===== src/rtl/arbitro_mux2a1_l2_pkg.sv =====
// arbitro_mux2a1_l2_pkg: shared lane ids, default sizes and output-register reset values
package arbitro_mux2a1_l2_pkg;
  localparam logic LANE0 = 1'b0;
  localparam logic LANE1 = 1'b1;
  localparam int DEF_WIDTH = 8;
  localparam int DEF_DEPTH = 4;
  localparam logic RST_VALID = 1'b0;
  localparam logic RST_SEL = LANE0;
  // lane 1 counts as the last grant so lane 0 wins the first contention
  localparam logic RST_LAST = LANE1;
endpackage


===== src/rtl/arbitro_mux2a1_l2_fifo.sv =====
// fifo_sinc_L2: synchronous per-lane FIFO with push, pop, head data, full and empty
// Ports: clk_4f/reset_L (sync active-low), push_i/data_i write side, pop_i/head_o read side,
// full_o when DEPTH entries are held, empty_o when none are held.
module fifo_sinc_L2 #(
  parameter int WIDTH = 8,
  parameter int DEPTH = 4,
  parameter int PTR_W = $clog2(DEPTH)
) (
  input  logic             clk_4f,
  input  logic             reset_L,
  input  logic             push_i,
  input  logic [WIDTH-1:0] data_i,
  input  logic             pop_i,
  output logic [WIDTH-1:0] head_o,
  output logic             full_o,
  output logic             empty_o
);
  logic [WIDTH-1:0] mem_q [DEPTH];
  logic [PTR_W-1:0] wr_ptr_q, rd_ptr_q;
  logic [PTR_W:0]   count_q;
  logic             push_ok;
  assign full_o  = count_q == (PTR_W+1)'(DEPTH);
  assign empty_o = count_q == '0;
  assign head_o  = mem_q[rd_ptr_q];
  // a full FIFO still accepts a byte when its head leaves in the same cycle
  assign push_ok = push_i && (!full_o || pop_i);
  always_ff @(posedge clk_4f) begin
    if (!reset_L) begin
      wr_ptr_q <= '0;
      rd_ptr_q <= '0;
      count_q  <= '0;
    end else begin
      if (push_ok) begin
        mem_q[wr_ptr_q] <= data_i;
        wr_ptr_q <= wr_ptr_q + 1'b1;
      end
      if (pop_i) rd_ptr_q <= rd_ptr_q + 1'b1;
      count_q <= count_q + (PTR_W+1)'(push_ok) - (PTR_W+1)'(pop_i);
    end
  end
endmodule


===== src/rtl/arbitro_mux2a1_l2.sv =====
// arbitro_mux2a1_l2: round-robin scheduler for the L2 2:1 byte mux with per-lane FIFOs
// Ports: clk_4f/reset_L (sync active-low); valid0/data_in0 and valid1/data_in1 lane writes;
// ready_out downstream accept; selectorL2/validout/dataout_muxL2 registered output word;
// full0/full1 lane FIFO full; ovf0/ovf1 sticky dropped-write flags.
module arbitro_mux2a1_l2
  import arbitro_mux2a1_l2_pkg::*;
#(
  parameter int WIDTH = DEF_WIDTH,
  parameter int DEPTH = DEF_DEPTH,
  parameter int PTR_W = $clog2(DEPTH)
) (
  input  logic             clk_4f,
  input  logic             reset_L,
  input  logic             valid0,
  input  logic [WIDTH-1:0] data_in0,
  input  logic             valid1,
  input  logic [WIDTH-1:0] data_in1,
  input  logic             ready_out,
  output logic             selectorL2,
  output logic             validout,
  output logic [WIDTH-1:0] dataout_muxL2,
  output logic             full0,
  output logic             full1,
  output logic             ovf0,
  output logic             ovf1
);
  logic             valid_q, valid_d, sel_q, sel_d, last_q, last_d;
  logic             ovf0_q, ovf0_d, ovf1_q, ovf1_d;
  logic [WIDTH-1:0] data_q, data_d, head0, head1;
  logic             empty0, empty1, free, grant, do_pop, pop0, pop1;
  fifo_sinc_L2 #(.WIDTH(WIDTH), .DEPTH(DEPTH), .PTR_W(PTR_W)) u_fifo0 (
    .clk_4f(clk_4f), .reset_L(reset_L), .push_i(valid0), .data_i(data_in0),
    .pop_i(pop0), .head_o(head0), .full_o(full0), .empty_o(empty0)
  );
  fifo_sinc_L2 #(.WIDTH(WIDTH), .DEPTH(DEPTH), .PTR_W(PTR_W)) u_fifo1 (
    .clk_4f(clk_4f), .reset_L(reset_L), .push_i(valid1), .data_i(data_in1),
    .pop_i(pop1), .head_o(head1), .full_o(full1), .empty_o(empty1)
  );
  assign free   = !valid_q || ready_out;
  // with both lanes pending the lane not served last wins; otherwise the lone pending lane
  assign grant  = (!empty0 && !empty1) ? ~last_q : !empty1;
  assign do_pop = free && (!empty0 || !empty1);
  assign pop0   = do_pop && grant == LANE0;
  assign pop1   = do_pop && grant == LANE1;
  always_comb begin
    valid_d = free ? do_pop : valid_q;
    data_d  = do_pop ? (grant ? head1 : head0) : data_q;
    sel_d   = do_pop ? grant : sel_q;
    last_d  = do_pop ? grant : last_q;
    ovf0_d  = ovf0_q | (valid0 && full0 && !pop0);
    ovf1_d  = ovf1_q | (valid1 && full1 && !pop1);
  end
  always_ff @(posedge clk_4f) begin
    if (!reset_L) begin
      valid_q <= RST_VALID;
      data_q  <= '0;
      sel_q   <= RST_SEL;
      last_q  <= RST_LAST;
      ovf0_q  <= 1'b0;
      ovf1_q  <= 1'b0;
    end else begin
      valid_q <= valid_d;
      data_q  <= data_d;
      sel_q   <= sel_d;
      last_q  <= last_d;
      ovf0_q  <= ovf0_d;
      ovf1_q  <= ovf1_d;
    end
  end
  assign validout      = valid_q;
  assign dataout_muxL2 = data_q;
  assign selectorL2    = sel_q;
  assign ovf0          = ovf0_q;
  assign ovf1          = ovf1_q;
endmodule

===== config.mk =====
export PLATFORM = sky130hd
export DESIGN_NAME = arbitro_mux2a1_l2
export DESIGN_NICKNAME = d
export VERILOG_FILES = /design/src/rtl/arbitro_mux2a1_l2_pkg.sv /design/src/rtl/arbitro_mux2a1_l2_fifo.sv /design/src/rtl/arbitro_mux2a1_l2.sv
export SDC_FILE = /design/constraint.sdc
export NUM_CORES = 1
export LEC_CHECK = 0
export ABC_CLOCK_PERIOD_IN_PS = 3700
export CORE_MARGIN = 5
export CORE_UTILIZATION = 50
export CTS_CLUSTER_DIAMETER = 200
export DETAILED_ROUTE_END_ITERATION = 8
export GPL_TIMING_DRIVEN = 1
export PLACE_DENSITY = 0.71
export SYNTH_ARGS = -nofsm -noshare
export SYNTH_HDL_FRONTEND = slang
export SYNTH_SLANG_ARGS = --single-unit

===== constraint.sdc =====
create_clock -name clk_4f -period 3.7 [get_ports clk_4f]
set_input_delay 0.74 -clock clk_4f [delete_from_list [all_inputs] [get_ports clk_4f]]
set_output_delay 0.74 -clock clk_4f [all_outputs]
set_load 0.05 [all_outputs]

# Word-level counts from Yosys, hierarchy flattened
# Memories as Yosys holds them, arrays and structs flattened. A register that Yosys moved wholly into a read port is not among the register bits.
# Index checks and enable logic that the tools add are counted.
[word_totals]
output_inout_bits = 14
n_memories = 2
input_bits = 21
word_cells = 63
ramBits = 64
ff_bits = 27
[classes]
add_sub_neg = 8
eq_ne = 2
n_reduce_logical = 23
n_mux = 12
bitwise = 4
[mem_list]
columns = ["memory", "words", "word_bits", "rd", "rd_ports_with_merged_regs", "wr", "line", "source"]
rows = [
  ["u_fifo0.mem_q", 4, 8, 1, 1, 1, "arbitro_mux2a1_l2_fifo.sv:18", "logic [WIDTH-1:0] mem_q [DEPTH];"],
  ["u_fifo1.mem_q", 4, 8, 1, 1, 1, "arbitro_mux2a1_l2_fifo.sv:18", ""],
]
[op_table]
columns = ["operator", "count"]
rows = [
  ["1-bit logical AND", 10],
  ["2-bit by 1-bit adder with 2-bit output (second input constant)", 4],
  ["2-bit 2-to-1 mux", 4],
  ["8-bit 2-to-1 mux", 1],
  ["1-bit zero test", 7],
  ["1-bit 2-to-1 mux", 7],
  ["3-bit by 1-bit adder with 3-bit output", 2],
  ["3-bit == test (second input constant)", 2],
  ["3-bit zero test", 2],
  ["3-bit by 1-bit subtractor with 3-bit output", 2],
  ["1-bit logical OR", 4],
  ["1-bit inverter", 2],
  ["1-bit OR", 2],
]

# Depth between registers and ports, before layout
[depth]
ltp_word = 11
depth_mapped = 11
mapped_depth_nobuf = 11

# Hierarchy
# From an unflattened synthesis, not the netlist that was laid out.
[unflattened]
hier_cells = 246
hier_area_um2 = 3983.8
[modules_own_cells]
columns = ["module", "area_per_inst_um2", "n_inst", "seq_area_each_um2", "cells_each"]
rows = [
  ["fifo_sinc_L2", 1631.6, 2, 1141.1, 89],
  ["arbitro_mux2a1_l2", 720.7, 1, 260.2, 68],
]

# Worst setup path before layout
# No wires, ideal clock.
[synth_path]
path_type = "register to register"
startpoint = "reg u_fifo0.count_q[1]"
endpoint = "reg u_fifo0.count_q[2]"
path_stages_with_launch = 9
t_arrival_ns = 2.784
path_buffers = 0
required_ns = 3.585
slack_ns = 0.801
period_less_slack_ns = 2.899
setup_ns = 0.115
cell_sequence = "dfxtp_1 nor3b_1 a21boi_2 ha_1 inv_1 fa_1 xnor2_1 xnor2_1 and2_1"
[synth_between]
elab_cells_between_ends = 14
classes_between = "2 x add/sub; 1 x eq/ne; 1 x mux; 1 x bitwise; 9 x reduce/logical"
[synth_lines]
columns = ["element", "line", "source"]
rows = [
  ["start, declared", "arbitro_mux2a1_l2_fifo.sv:20", "logic [PTR_W:0] count_q;"],
  ["start signal, assigned", "arbitro_mux2a1_l2_fifo.sv:38", "count_q <= count_q + (PTR_W+1)'(push_ok) - (PTR_W+1)'(pop_i);"],
  ["3-bit == test", "arbitro_mux2a1_l2_fifo.sv:22", "assign full_o = count_q == (PTR_W+1)'(DEPTH);"],
  ["named net full0", "arbitro_mux2a1_l2.sv:22", "output logic full0,"],
  ["1-bit zero test", "arbitro_mux2a1_l2_fifo.sv:26", "assign push_ok = push_i && (!full_o || pop_i);"],
  ["1-bit logical OR", "arbitro_mux2a1_l2_fifo.sv:26", ""],
  ["1-bit logical AND", "arbitro_mux2a1_l2_fifo.sv:26", ""],
  ["3-bit by 1-bit adder with 3-bit output", "arbitro_mux2a1_l2_fifo.sv:38", ""],
  ["3-bit by 1-bit subtractor with 3-bit output", "arbitro_mux2a1_l2_fifo.sv:38", ""],
]
# The timed path passes the listed nets, and every way through them passes these cells.
# A chain may end at the register's enable or synchronous reset.

# Worst setup path in the final report
[layout_path]
startpoint = "reg u_fifo0.count_q[1]"
endpoint = "out full0"
[layout_between]
elab_chain_cells = 1
[layout_lines]
columns = ["element", "line"]
rows = [
  ["3-bit == test", "arbitro_mux2a1_l2_fifo.sv:22"],
  ["end, declared", "arbitro_mux2a1_l2.sv:22"],
]
# No other way between the ends.

==> impl_metrics.py <==
metrics = {
    "clock_tree": {
        "cts_resized": 0,
        "clk_latency_ps": 360,
        "clock-root-buffer": "clkbuf_8",
        "clk_pin_slew_ps": 90,
        "clock_sinks": 95,
        "cts_tree": "done",
        "htree_levels": 3,
        "ctsHoldBuffers": 0,
        "cts-buffers-inserted": 9,
        "post-cts-setup-buffer-count": 0,
        "clockBufferDepth": 2,
    },
    "power": {
        "ir_worst_vdd_mv": 0.314,
        "powerDensity_nw_per_um2": 739,
        "leakage_nw": 1.56,
    },
    "drt": {
        "drc_errors": 0,
        "detail_route.iter0.violations": 112,
        "vias": 1921,
        "first_pass_iters": 4,
        "drtAntennaViolNets": 0,
        "routed_via_density": 5.18,
        "finalWirelength_mm": 6.32,
        "wire_per_inst_um": 17.0,
    },
    "timing": {
        "fin_tns_setup_ps": 0,
        "maxSlewViolCount": 0,
        "tightest_slew_ps": 718,
        "post-route-period-util_pct": 75.6,
        "relSlewSlack_pct": 52.0,
        "hold_viol": 0,
        "period_needed_ps": 2800,
        "setup_viol": 0,
        "clock_skew_ps": 12.1,
        "fmax_ghz": 0.358,
        "rsz0062_at_grt": "no",
    },
    "synthesis": {
        "seq_area_frac_synth_pct": 67.0,
        "yosysWarnings": 0,
        "ys.flop_type": "edfxtp_1",
        "synthCells": 230,
        "synth_cell_types": 37,
        "ys_seq_elements": 95,
        "synthArstFlopShare_pct": 0,
        "syn_nets": 265,
        "synth_edf_count": 64,
        "synth.avg_cell_area_um2": 16.5,
        "syn_area_um2": 3790,
    },
    "floorplanning": {
        "ios": 35,
        "dieHeight_um": 97.1,
        "die_w_um": 97.1,
        "row_count": 31,
        "dieArea_um2": 9430,
        "start_util_pct": 51.7,
        "core_um2": 7330,
    },
    "global_route": {
        "grt_overflow": 0,
        "antenna_found_initial": 0,
        "grt_pass1_vias": 2038,
        "grt_pass1_wl_mm": 10.6,
        "grt.total_usage_pct": 14.6,
        "grt_max_degree": 27,
    },
    "worst_hold_path": {
        "hp-class": "reg2reg",
        "holdPathStages": 2,
    },
    "critical_path": {
        "worstPathRequired_ps": 2960,
        "cp_slowest_cell": "clkdlybuf4s50_1",
        "cpPeakStageDelay_ps": 890,
        "worstPathArrival_ps": 2060,
        "critical_path_class": "reg2out",
        "worst-path-stages": 2,
        "startpoint_type": "register",
        "crit_fanout": 4,
        "cp_cell_sequence": "nor3b_1 > clkdlybuf4s50_1",
        "crit_path_end_kind": "output port",
        "critPathBufInv": 1,
        "worstRegToRegCells": 9,
        "critPathTopFamily": "buffers and inverters",
    },
    "run_status": {
        "status": "finished, final reports clean",
    },
    "placement": {
        "place.gp.congestion": 0.691,
        "place_hpwl_mm": 4.41,
        "portBuffers": 34,
        "placed_cell_area_um2": 4220,
    },
    "job": {
        "maxCapViolations": 0,
    },
    "final_layout": {
        "seqCellArea_um2": 2540,
        "multi_input_area_um2": 1150,
        "fin_area_um2": 4460,
        "num-fill-cells": 549,
        "diodes": 0,
        "drive_gt1_share_pct": 15.1,
        "area_growth_pct": 17.5,
        "finalNetCount": 302,
    },
}
==> sequential cells by signal (all words and copies together) (netlist names), named ones only <==
register and flops:
u_fifo1.wr_ptr_q 2, u_fifo1.count_q 3, u_fifo0.mem_q 32, u_fifo0.wr_ptr_q 2, u_fifo1.mem_q 32, last_q 1, dataout_muxL2 8, ovf0 1
u_fifo0.count_q 3, ovf1 1, u_fifo1.rd_ptr_q 2, validout 1, u_fifo0.rd_ptr_q 2, selectorL2 1
==> cell type report <==
cell class / count / area share (%)
sequential: 95 / 57.0
multi-input combinational: 112 / 25.9
timing repair buffer: 36 / 7.97
clock buffer: 12 / 3.96
tap: 99 / 2.78
clock inverter: 4 / 1.29
inverter: 13 / 1.09
==> where the power goes <==
group	internal (mW)	switching, mW
clock network	0.398	0.358
logic	0.494	0.603
registers	1.30	0.146
==> cell families (layout without fill, tap and decap cells) <==
kind of cell             after synthesis  after routing  share of synthesized area (%)
flip-flops                            95             95                           67.0
AND/OR/NAND/NOR                       49             49                           7.65
AO/OA/AOI/OAI                         23             23                           5.61
buffers and inverters                 23             65                           2.57
multiplexers                          20             20                           10.6
adder cells (fa/ha/maj)               14             14                           5.01
XOR/XNOR                               6              6                           1.58
==> Yosys cell counts (all sizes together), types with 2 or more instances <==
| library cell | count | share of area (%) |
|---|---|---|
| edfxtp | 64 | 51 |
| dfxtp | 31 | 16 |
| mux4 | 16 | 9.5 |
| inv | 13 | 1.3 |
| nor2b | 13 | 2.1 |
| ha | 12 | 4.0 |
| nand2 | 11 | 1.1 |
| a222oi | 8 | 2.1 |
| and2 | 8 | 1.3 |
| and3 | 8 | 1.3 |
| a21boi | 5 | 1.1 |
| buf | 5 | 0.79 |
| clkbuf | 5 | 0.49 |
| xnor2 | 5 | 1.2 |
| mux2i | 4 | 1.1 |
| fa | 2 | 1.1 |
| nand3b | 2 | 0.40 |
| nor3b | 2 | 0.40 |
| o21a | 2 | 0.40 |
| or3 | 2 | 0.46 |
==> tightest hold or removal path, stage by stage, from the launching register on <==
cell	delay, ps
dfxtp_1	320
inv_1	50
a21boi_1	50
==> cell usage in the layout, fill, tap and decap left out, drive strengths merged <==
| cell type | instances |
|---|---|
| nand3b | 2 |
| and2 | 8 |
| o311ai | 1 |
| clkbuf | 12 |
| mux4 | 16 |
| bufinv | 1 |
| a21boi | 5 |
| o21a | 2 |
| xnor2 | 5 |
| a31oi | 1 |
| nand2b | 1 |
| edfxtp | 64 |
| xor2 | 1 |
| o211ai | 1 |
| nand2 | 11 |
| a21bo | 1 |
| nor3 | 1 |
| ha | 12 |
| a222oi | 8 |
| a211oi | 1 |
| nor3b | 2 |
| nor2b | 13 |
| o31a | 1 |
| or3 | 2 |
| fa | 2 |
| clkdlybuf4s50 | 34 |
| clkinvlp | 1 |
| mux2i | 4 |
| inv | 15 |
| buf | 2 |
| dfxtp | 31 |
| a21oi | 1 |
| o21ai | 1 |
| and3 | 8 |
| nor2 | 1 |
==> layer usage <==
metal / vias to the layer above / wire length, um / track usage, %
met1: 939 / 2920 / 19.3
met5: - / 0 / 0
met3: 9 / 264 / 3.45
li1: 937 / - / -
met4: 0 / 116 / 6.48
met2: 36 / 3020 / 23.1
==> stage by stage <==
| stage | total power [mW] | util [%] | hold WS (ps) | std cells | setup WS (ps) |
|---|---|---|---|---|---|
| 3_3_place_gp | 2.55 | 57.6 | 430 | 355 | 608 |
| 2_1_floorplan | 2.27 | - | 468 | 230 | 801 |
| 5_1_grt | 3.50 | 60.8 | 508 | 371 | 776 |
| 3_5_place_dp | 2.58 | 57.6 | 448 | 355 | 562 |
| 6_report | 3.29 | 60.8 | 458 | 371 | 904 |
| 4_1_cts | 3.33 | 60.8 | 461 | 371 | 864 |
==> path summary, 6_finish.rpt <==
path / start / endpoint / slack, ps
hold reg to reg: ovf1$_SDFF_PN0_ / ovf1$_SDFF_PN0_ / 460
setup / recovery: u_fifo0.count_q[1]$_SDFF_PN0_ / full0 / 900
hold / removal: ovf1$_SDFF_PN0_ / ovf1$_SDFF_PN0_ / 460
setup reg to reg: u_fifo0.count_q[1]$_SDFF_PN0_ / u_fifo1.count_q[2]$_SDFF_PN0_ / 1080
Power figures use the tool's default switching activity.
